===== config.mk =====
export PLATFORM = sky130hd
export DESIGN_NAME = mux2_8_arbiter
export DESIGN_NICKNAME = d
export VERILOG_FILES = /design/src/rtl/mux2_8_arbiter.sv
export SDC_FILE = /design/constraint.sdc
export NUM_CORES = 1
export LEC_CHECK = 0
export ABC_CLOCK_PERIOD_IN_PS = 3750
export CORE_UTILIZATION = 47
export DETAILED_ROUTE_END_ITERATION = 10
export PLACE_DENSITY_LB_ADDON = 0.3
export SYNTH_ARGS = -nofsm -noshare
export SYNTH_HDL_FRONTEND = slang
export SYNTH_SLANG_ARGS = --single-unit
export TNS_END_PERCENT = 50

===== constraint.sdc =====
create_clock -name clk -period 3.75 [get_ports clk]
set_clock_uncertainty 0.05 [all_clocks]
set_input_delay 0.75 -clock clk [delete_from_list [all_inputs] [get_ports clk]]
set_output_delay 0.75 -clock clk [all_outputs]
set_load 0.02 [all_outputs]

===== src/rtl/mux2_8_arbiter.sv =====
// Round-robin arbiter for two 8-bit requesters that share one datapath.
// Owns the select of the shared mux2_8 and registers the chosen beat into
// a 1-deep valid/ready output stage. Locked bursts are capped at MAX_BURST.

// 8-bit 2:1 multiplexer shared between the two requesters.
module mux2_8 (
  input  logic [7:0] a,
  input  logic [7:0] b,
  input  logic       sel,
  output logic [7:0] y
);

  // Pure combinational select: sel=0 passes a, sel=1 passes b.
  always_comb begin
    y = sel ? b : a;
  end

endmodule

module mux2_8_arbiter #(
  parameter int unsigned WIDTH     = 8,
  parameter int unsigned MAX_BURST = 4
) (
  input  logic             clk,
  input  logic             rst,
  input  logic             req0,
  input  logic             lock0,
  input  logic [WIDTH-1:0] data0,
  output logic             gnt0,
  input  logic             req1,
  input  logic             lock1,
  input  logic [WIDTH-1:0] data1,
  output logic             gnt1,
  output logic             out_valid,
  output logic [WIDTH-1:0] out_data,
  output logic             out_src,
  input  logic             out_ready,
  output logic             sel,
  output logic             busy
);

  typedef enum logic [1:0] {
    IDLE = 2'd0,
    OWN0 = 2'd1,
    OWN1 = 2'd2
  } state_t;

  localparam logic [3:0] MAX_B = 4'(MAX_BURST);

  state_t     state;
  logic       last;
  logic [3:0] beat_cnt;
  logic [3:0] beat_nxt;
  logic       slot_free;
  logic       burst_more;
  logic [7:0] mux_y;

  mux2_8 u_mux (
    .a   (data0),
    .b   (data1),
    .sel (sel),
    .y   (mux_y)
  );

  // Grant decode: owner gets a beat only when it still requests and the
  // output register can take a new value. Gated by rst so that no beat is
  // accepted in the cycle a reset is applied mid-burst.
  always_comb begin
    beat_nxt   = beat_cnt + 4'd1;
    burst_more = (beat_nxt < MAX_B);
    slot_free  = !out_valid || out_ready;
    gnt0       = !rst && (state == OWN0) && req0 && slot_free;
    gnt1       = !rst && (state == OWN1) && req1 && slot_free;
  end

  // Arbitration FSM with registered sel/busy that track the owner state.
  always_ff @(posedge clk) begin
    if (rst) begin
      state    <= IDLE;
      sel      <= 1'b0;
      busy     <= 1'b0;
      last     <= 1'b1;
      beat_cnt <= '0;
    end else begin
      case (state)
        IDLE: begin
          // Tie goes to the requester that did not own the bus last.
          if (req0 && (!req1 || last)) begin
            state    <= OWN0;
            sel      <= 1'b0;
            busy     <= 1'b1;
            last     <= 1'b0;
            beat_cnt <= '0;
          end else if (req1) begin
            state    <= OWN1;
            sel      <= 1'b1;
            busy     <= 1'b1;
            last     <= 1'b1;
            beat_cnt <= '0;
          end
        end
        OWN0: begin
          if (!req0) begin
            state <= IDLE;
            sel   <= 1'b0;
            busy  <= 1'b0;
          end else if (gnt0) begin
            beat_cnt <= beat_nxt;
            if (!(lock0 && burst_more)) begin
              state <= IDLE;
              sel   <= 1'b0;
              busy  <= 1'b0;
            end
          end
        end
        OWN1: begin
          if (!req1) begin
            state <= IDLE;
            sel   <= 1'b0;
            busy  <= 1'b0;
          end else if (gnt1) begin
            beat_cnt <= beat_nxt;
            if (!(lock1 && burst_more)) begin
              state <= IDLE;
              sel   <= 1'b0;
              busy  <= 1'b0;
            end
          end
        end
        default: begin
          state <= IDLE;
          sel   <= 1'b0;
          busy  <= 1'b0;
        end
      endcase
    end
  end

  // Output register: a grant loads a new beat (replacing one consumed in
  // the same cycle); a consume with no grant empties the slot.
  always_ff @(posedge clk) begin
    if (rst) begin
      out_valid <= 1'b0;
      out_data  <= '0;
      out_src   <= 1'b0;
    end else if (gnt0 || gnt1) begin
      out_valid <= 1'b1;
      out_data  <= mux_y;
      out_src   <= gnt1;
    end else if (out_ready) begin
      out_valid <= 1'b0;
    end
  end

  a_gnt_onehot: assert property (@(posedge clk) disable iff (rst) !(gnt0 && gnt1));
  a_gnt0_req:   assert property (@(posedge clk) disable iff (rst) gnt0 |-> req0);
  a_gnt1_req:   assert property (@(posedge clk) disable iff (rst) gnt1 |-> req1);
  a_cnt_bound:  assert property (@(posedge clk) disable iff (rst) beat_cnt <= MAX_B);

endmodule


After elaboration in Yosys (flattened, before gate mapping)
Index checks and enable logic that the tools add are counted.
{"block": "classes", "add_sub_neg": 1, "magnitude_cmp": 1, "reduce_logical": 22, "eq_ne": 11, "muxes": 30}
{"operator": "2-to-1 mux 4 bit", "count": 6}
{"operator": "2-to-1 mux 2 bit", "count": 8}
{"operator": "inequality test 3 bit (second input constant)", "count": 5}
{"operator": "case mux 4 bit (3 select lines)", "count": 1}
{"operator": "2-to-1 mux 1 bit", "count": 11}
{"operator": "logical AND 1 bit", "count": 9}
{"operator": "2-to-1 mux 8 bit", "count": 1}
{"operator": "inequality test 2 bit (second input constant)", "count": 4}
{"operator": "case mux 1 bit (3 select lines)", "count": 2}
{"operator": "case mux 2 bit (3 select lines)", "count": 1}
{"operator": "AND reduction 6 bit", "count": 1}
{"operator": "AND reduction 5 bit", "count": 1}
{"operator": "adder 4 x 1 -> 4 bit (second input constant)", "count": 1}
{"operator": "less-than comparator 4 x 3 -> 1 bit (second input constant)", "count": 1}
{"operator": "nonzero test 2 bit", "count": 2}
{"operator": "zero test 1 bit", "count": 3}
{"operator": "logical OR 1 bit", "count": 3}
{"operator": "nonzero test 3 bit", "count": 1}
{"operator": "== test 2 x 1 -> 1 bit (second input constant)", "count": 1}
{"operator": "== test 2 bit (second input constant)", "count": 1}
{"operator": "zero test 2 bit", "count": 1}
{"operator": "AND reduction 2 bit", "count": 1}
{"block": "word_totals", "word_cells": 73, "register_bits": 19, "output_inout_bits": 14, "inputBits": 23}

Logic depth before layout (Yosys ltp)
{"block": "logic_depth", "ltp_word": 7, "mapped_depth": 8, "ltp_nobuf": 6}

Hierarchy
From an unflattened synthesis, not the netlist that was laid out.
{"block": "hier_totals", "hier_cells": 105, "area_unflattened_um2": 1068.5}
{"module": "mux2_8_arbiter", "cells_each": 96, "instances": 1, "seq_area_each_um2": 360.3, "area_per_inst_um2": 937.1}
{"module": "mux2_8", "cells_each": 9, "instances": 1, "seq_area_each_um2": 0.0, "area_per_inst_um2": 131.4}

Least setup slack after synthesis
OpenSTA, ideal clock, no wires.
{"block": "synth_path", "path_type": "register to output", "start": "register sel (netlist name)", "end": "output gnt0", "required_time_ps": 2950, "path_stages_with_launch": 6, "setup_slack_ps": 1438, "arrival_time_ps": 1512, "cell_sequence": "dfxtp_1 -> clkbuf_1 -> inv_1 -> ha_1 -> nand2_2 -> nor2_1"}
{"element": "end: declaration", "line_no": "29", "rtl": "output logic gnt0,"}

Worst setup path in the final report
{"block": "layout_path", "start": "input out_ready", "end": "output gnt0"}
{"block": "layout_via", "elab_chain_cells": 2}
{"element": "start: declaration", "line_no": "37", "rtl": "input logic out_ready,"}
{"element": "logical OR 1 bit", "line_no": "71", "rtl": "slot_free = !out_valid || out_ready;"}
{"element": "logical AND 1 bit", "line_no": "72", "rtl": "gnt0 = !rst && (state == OWN0) && req0 && slot_free;"}
Every way passes these cells.

==> impl_metrics.csv <==
group,metric,value,unit
placed_design,hpwlAfterDp,1750,um
cells_and_area,finish.instance_area,0.00139,sq mm
routing,wl_met3,97,um
synthesis,synth.avg_cell_area,9.44,sq um
cells_and_area,synthToLayoutAreaGrowth,39.3,%
routing,wl,2310,um
floorplan,die_w,48.2,um
power_and_ir_drop,share_seq_of_total_power,44.0,%
synthesis,yosys.area.top_type,"dfxtp_1",
worst_hold_path,worstHoldPathType,"reg -> reg",
power_and_ir_drop,intPower,0.351,mW
global_routing,grt_pass1_wl,3460,um
routing,drt_pass1_iterations,4,
timing,slew_headroom,52.5,%
timing,fin_crit_sh,83.6,%
cells_and_area,regArea,360,sq um
power_and_ir_drop,p_sw,0.179,mW
placed_design,place_congestion,0.871,
synthesis,syn_nets,134,
routing,m1WireLength,942,um
routing,wl_per_cell,13.8,um
global_routing,grt_pass1_vias,826,
synthesis,yosys_warnings,0,
cells_and_area,drive_gt1_share,7.80,%
routing,dr_wl_met2,1240,um
global_routing,antenna_found_initial,0,
cts,postCtsSetupBuffers,0,
placed_design,placed_cell_area,0.00137,sq mm
cts,tritoncts,"built",
cells_and_area,n_antenna_cell,0,
setup_path,rrSetupSlack,1450,ps
run_status,outcome,"finished, final reports clean",
setup_path,cp-start-kind,"input pin",
power_and_ir_drop,comb_power_share,37.0,%
cts,cts_sinks,18,
synthesis,synth_edf_count,0,
setup_path,critPathMaxFanout,6,
synthesis,yosysMostFrequentCell,"dfxtp_1",
power_and_ir_drop,peakVddDrop,0.333,mV
synthesis,ys_top_cells_by_count,"18 x dfxtp_1, 13 x nor2_1, 12 x mux2i_1, 7 x a211oi_1, 7 x nand2_1",
setup_path,cp.arrival,2340,ps
synthesis,synth-seq-area-share,36.0,%
global_routing,grt_usage,22.1,%
synthesis,synth_top_flop_cell,"dfxtp_1",
cells_and_area,nNetsFinal,171,
synthesis,postSynthCellCount,106,
timing,tightest_slew,710,ps
power_and_ir_drop,swShare,33.8,%
synthesis,synthesis.area,0.00100,sq mm
cts,htree_levels,1,
cells_and_area,fill_cells,166,
cells_and_area,postLayoutCoreUtil,70.3,%
routing,num_vias,901,
synthesis,ys_ff_latch,18,
global_routing,grt_max_degree,20,
floorplan,dieArea,0.00232,sq mm
setup_path,reg2reg_from,"sel",
power_and_ir_drop,power_density,381,mW/mm^2
cts,postCtsResizedCells,0,
setup_path,startpoint,"out_ready",
power_and_ir_drop,finalPower,0.531,mW
routing,viasPerCell,5.36,
power_and_ir_drop,power_leakage,0.527,nW
cts,ctsLongestPathBuffers,2,
floorplan,chipHeight,48.2,um
setup_path,endpoint,"gnt0",
synthesis,synthTopCellsByArea,"dfxtp_1 36%, mux2i_1 12%, ha_1 6.3%",
timing,fmax,319,MHz
timing,rsz0062_at_grt,"no",
routing,first_iter_violations,26,
floorplan,ioPinCount,37,
floorplan,initial_core_util,50.5,%
timing,fin_hold_ws,427,ps
routing,ant_nets,0,
setup_path,critical_path_class,"in -> out",
cells_and_area,multi_input_area,587,sq um
synthesis,synth.distinct_cells,34,
floorplan,core_area,0.00198,sq mm
setup_path,r2r_cells,5,
setup_path,r2r_end,"out_data[3]",
setup_path,endpoint_kind,"output port",
power_and_ir_drop,p_clk_share,19.0,%
timing,min_period,3140,ps
timing,setup_tns,0,ps
synthesis,yosys.area.top_type_share,36.0,%
timing,final-setup-viol-count,0,
cts,insertion_delay,310,ps
placed_design,numPortBuffers,36,
cts,cts-root-buf,"clkbuf_4",
routing,route.detailed.drc,0,
floorplan,rows,16,
cts,cts_hold_buf,0,
global_routing,grt_overflow,0,
cts,clkSlewWorstSetupHoldPaths,110,ps
flow_run,cap_violations,0,
cts,cts_made_buffers,3,
timing,maxSlewViolCount,0,
timing,hold_viol,0,
setup_path,critPathRequiredTime,2950,ps
synthesis,synthArstFlopShare,0,%
routing,routed.top_layer,"met4",
[state kept, by name, indices dropped and copies added, names as in the netlist]
register,cells
out_valid,1
busy,1
beat_cnt,4
last,1
sel,1
state,1
out_src,1
out_data,8
[worst min path at each step]
stage	from	endpoint	cells past startpoint
finish	beat_cnt[3]	beat_cnt[3]	2
global route	beat_cnt[3]	beat_cnt[3]	2
CTS	beat_cnt[3]	beat_cnt[3]	2
detailed placement	beat_cnt[3]	beat_cnt[3]	2
global placement	beat_cnt[3]	beat_cnt[3]	2
floorplan	beat_cnt[3]	beat_cnt[3]	2
[layer usage]
layer	GRT usage, %	vias to the layer above
li1	-	452
met1	24.3	417
met2	39.2	27
met3	5.19	5
met4	11.1	0
met5	0	-
[through the flow]
stage	setup WS, ps	cells
after CTS	618	168
final	615	168
after global routing	575	168
after global placement	672	165
after floorplan	1440	106
after detailed placement	652	165
[cells in the final DEF, fill, tap and decap left out]
master | netlist | layout
a211oi_1 | 7 | 7
a211oi_2 | 1 | 1
a211oi_4 | 1 | 1
a21oi_1 | 2 | 2
a221oi_4 | 1 | 1
a311oi_1 | 1 | 1
a32o_1 | 1 | 1
a41o_1 | 1 | 1
and3_1 | 2 | 2
buf_4 | 1 | 1
clkbuf_4 | 0 | 3
clkdlybuf4s50_1 | 0 | 36
dfxtp_1 | 18 | 18
ha_1 | 5 | 5
inv_1 | 6 | 6
mux2_1 | 1 | 1
mux2i_1 | 12 | 12
nand2_1 | 7 | 7
nand2_2 | 1 | 1
nand2b_1 | 1 | 1
nand3_1 | 3 | 3
nor2_1 | 13 | 13
nor2b_1 | 2 | 2
nor2b_2 | 1 | 1
nor3b_2 | 1 | 1
nor4b_1 | 1 | 1
o2111ai_1 | 1 | 1
o211ai_1 | 1 | 1
o21ai_0 | 3 | 3
o31ai_1 | 2 | 2
or2_4 | 1 | 1
or3_1 | 2 | 2
xor2_1 | 2 | 2
[final cells by class]
class                   count  share of cell area [%]
inverters                   6                    1.62
clock buffers               3                    1.62
repair buffers             37                    26.4
flip-flops and latches     18                    25.9
multi-input cells          77                    42.1
well taps                  27                    2.42
[critical path, stage by stage]
cell	delay, ps
clkdlybuf4s50_1	470
nor2b_2	80
or2_4	270
nor2_1	130
clkdlybuf4s50_1	640
[cells by family (layout without fill, tap and decap cells)]
group	Yosys count	in the layout	share of synthesized area (%)
AND/OR/NAND/NOR	35	35	17.9
AO/OA/AOI/OAI	22	22	19.6
flip-flops	18	18	36.0
buffers and inverters	11	46	5.37
multiplexers	13	13	13.1
adder cells (fa/ha/maj)	5	5	6.25
XOR/XNOR	2	2	1.75
[power by group through the flow]
stage	clock network [mW]	logic, mW	registers, mW
floorplan	0	0.115	0.246
global placement	0	0.191	0.237
detailed placement	0	0.197	0.239
CTS	0.101	0.198	0.234
global route	0.110	0.213	0.237
finish	0.101	0.196	0.233
Power figures use the tool's default switching activity.
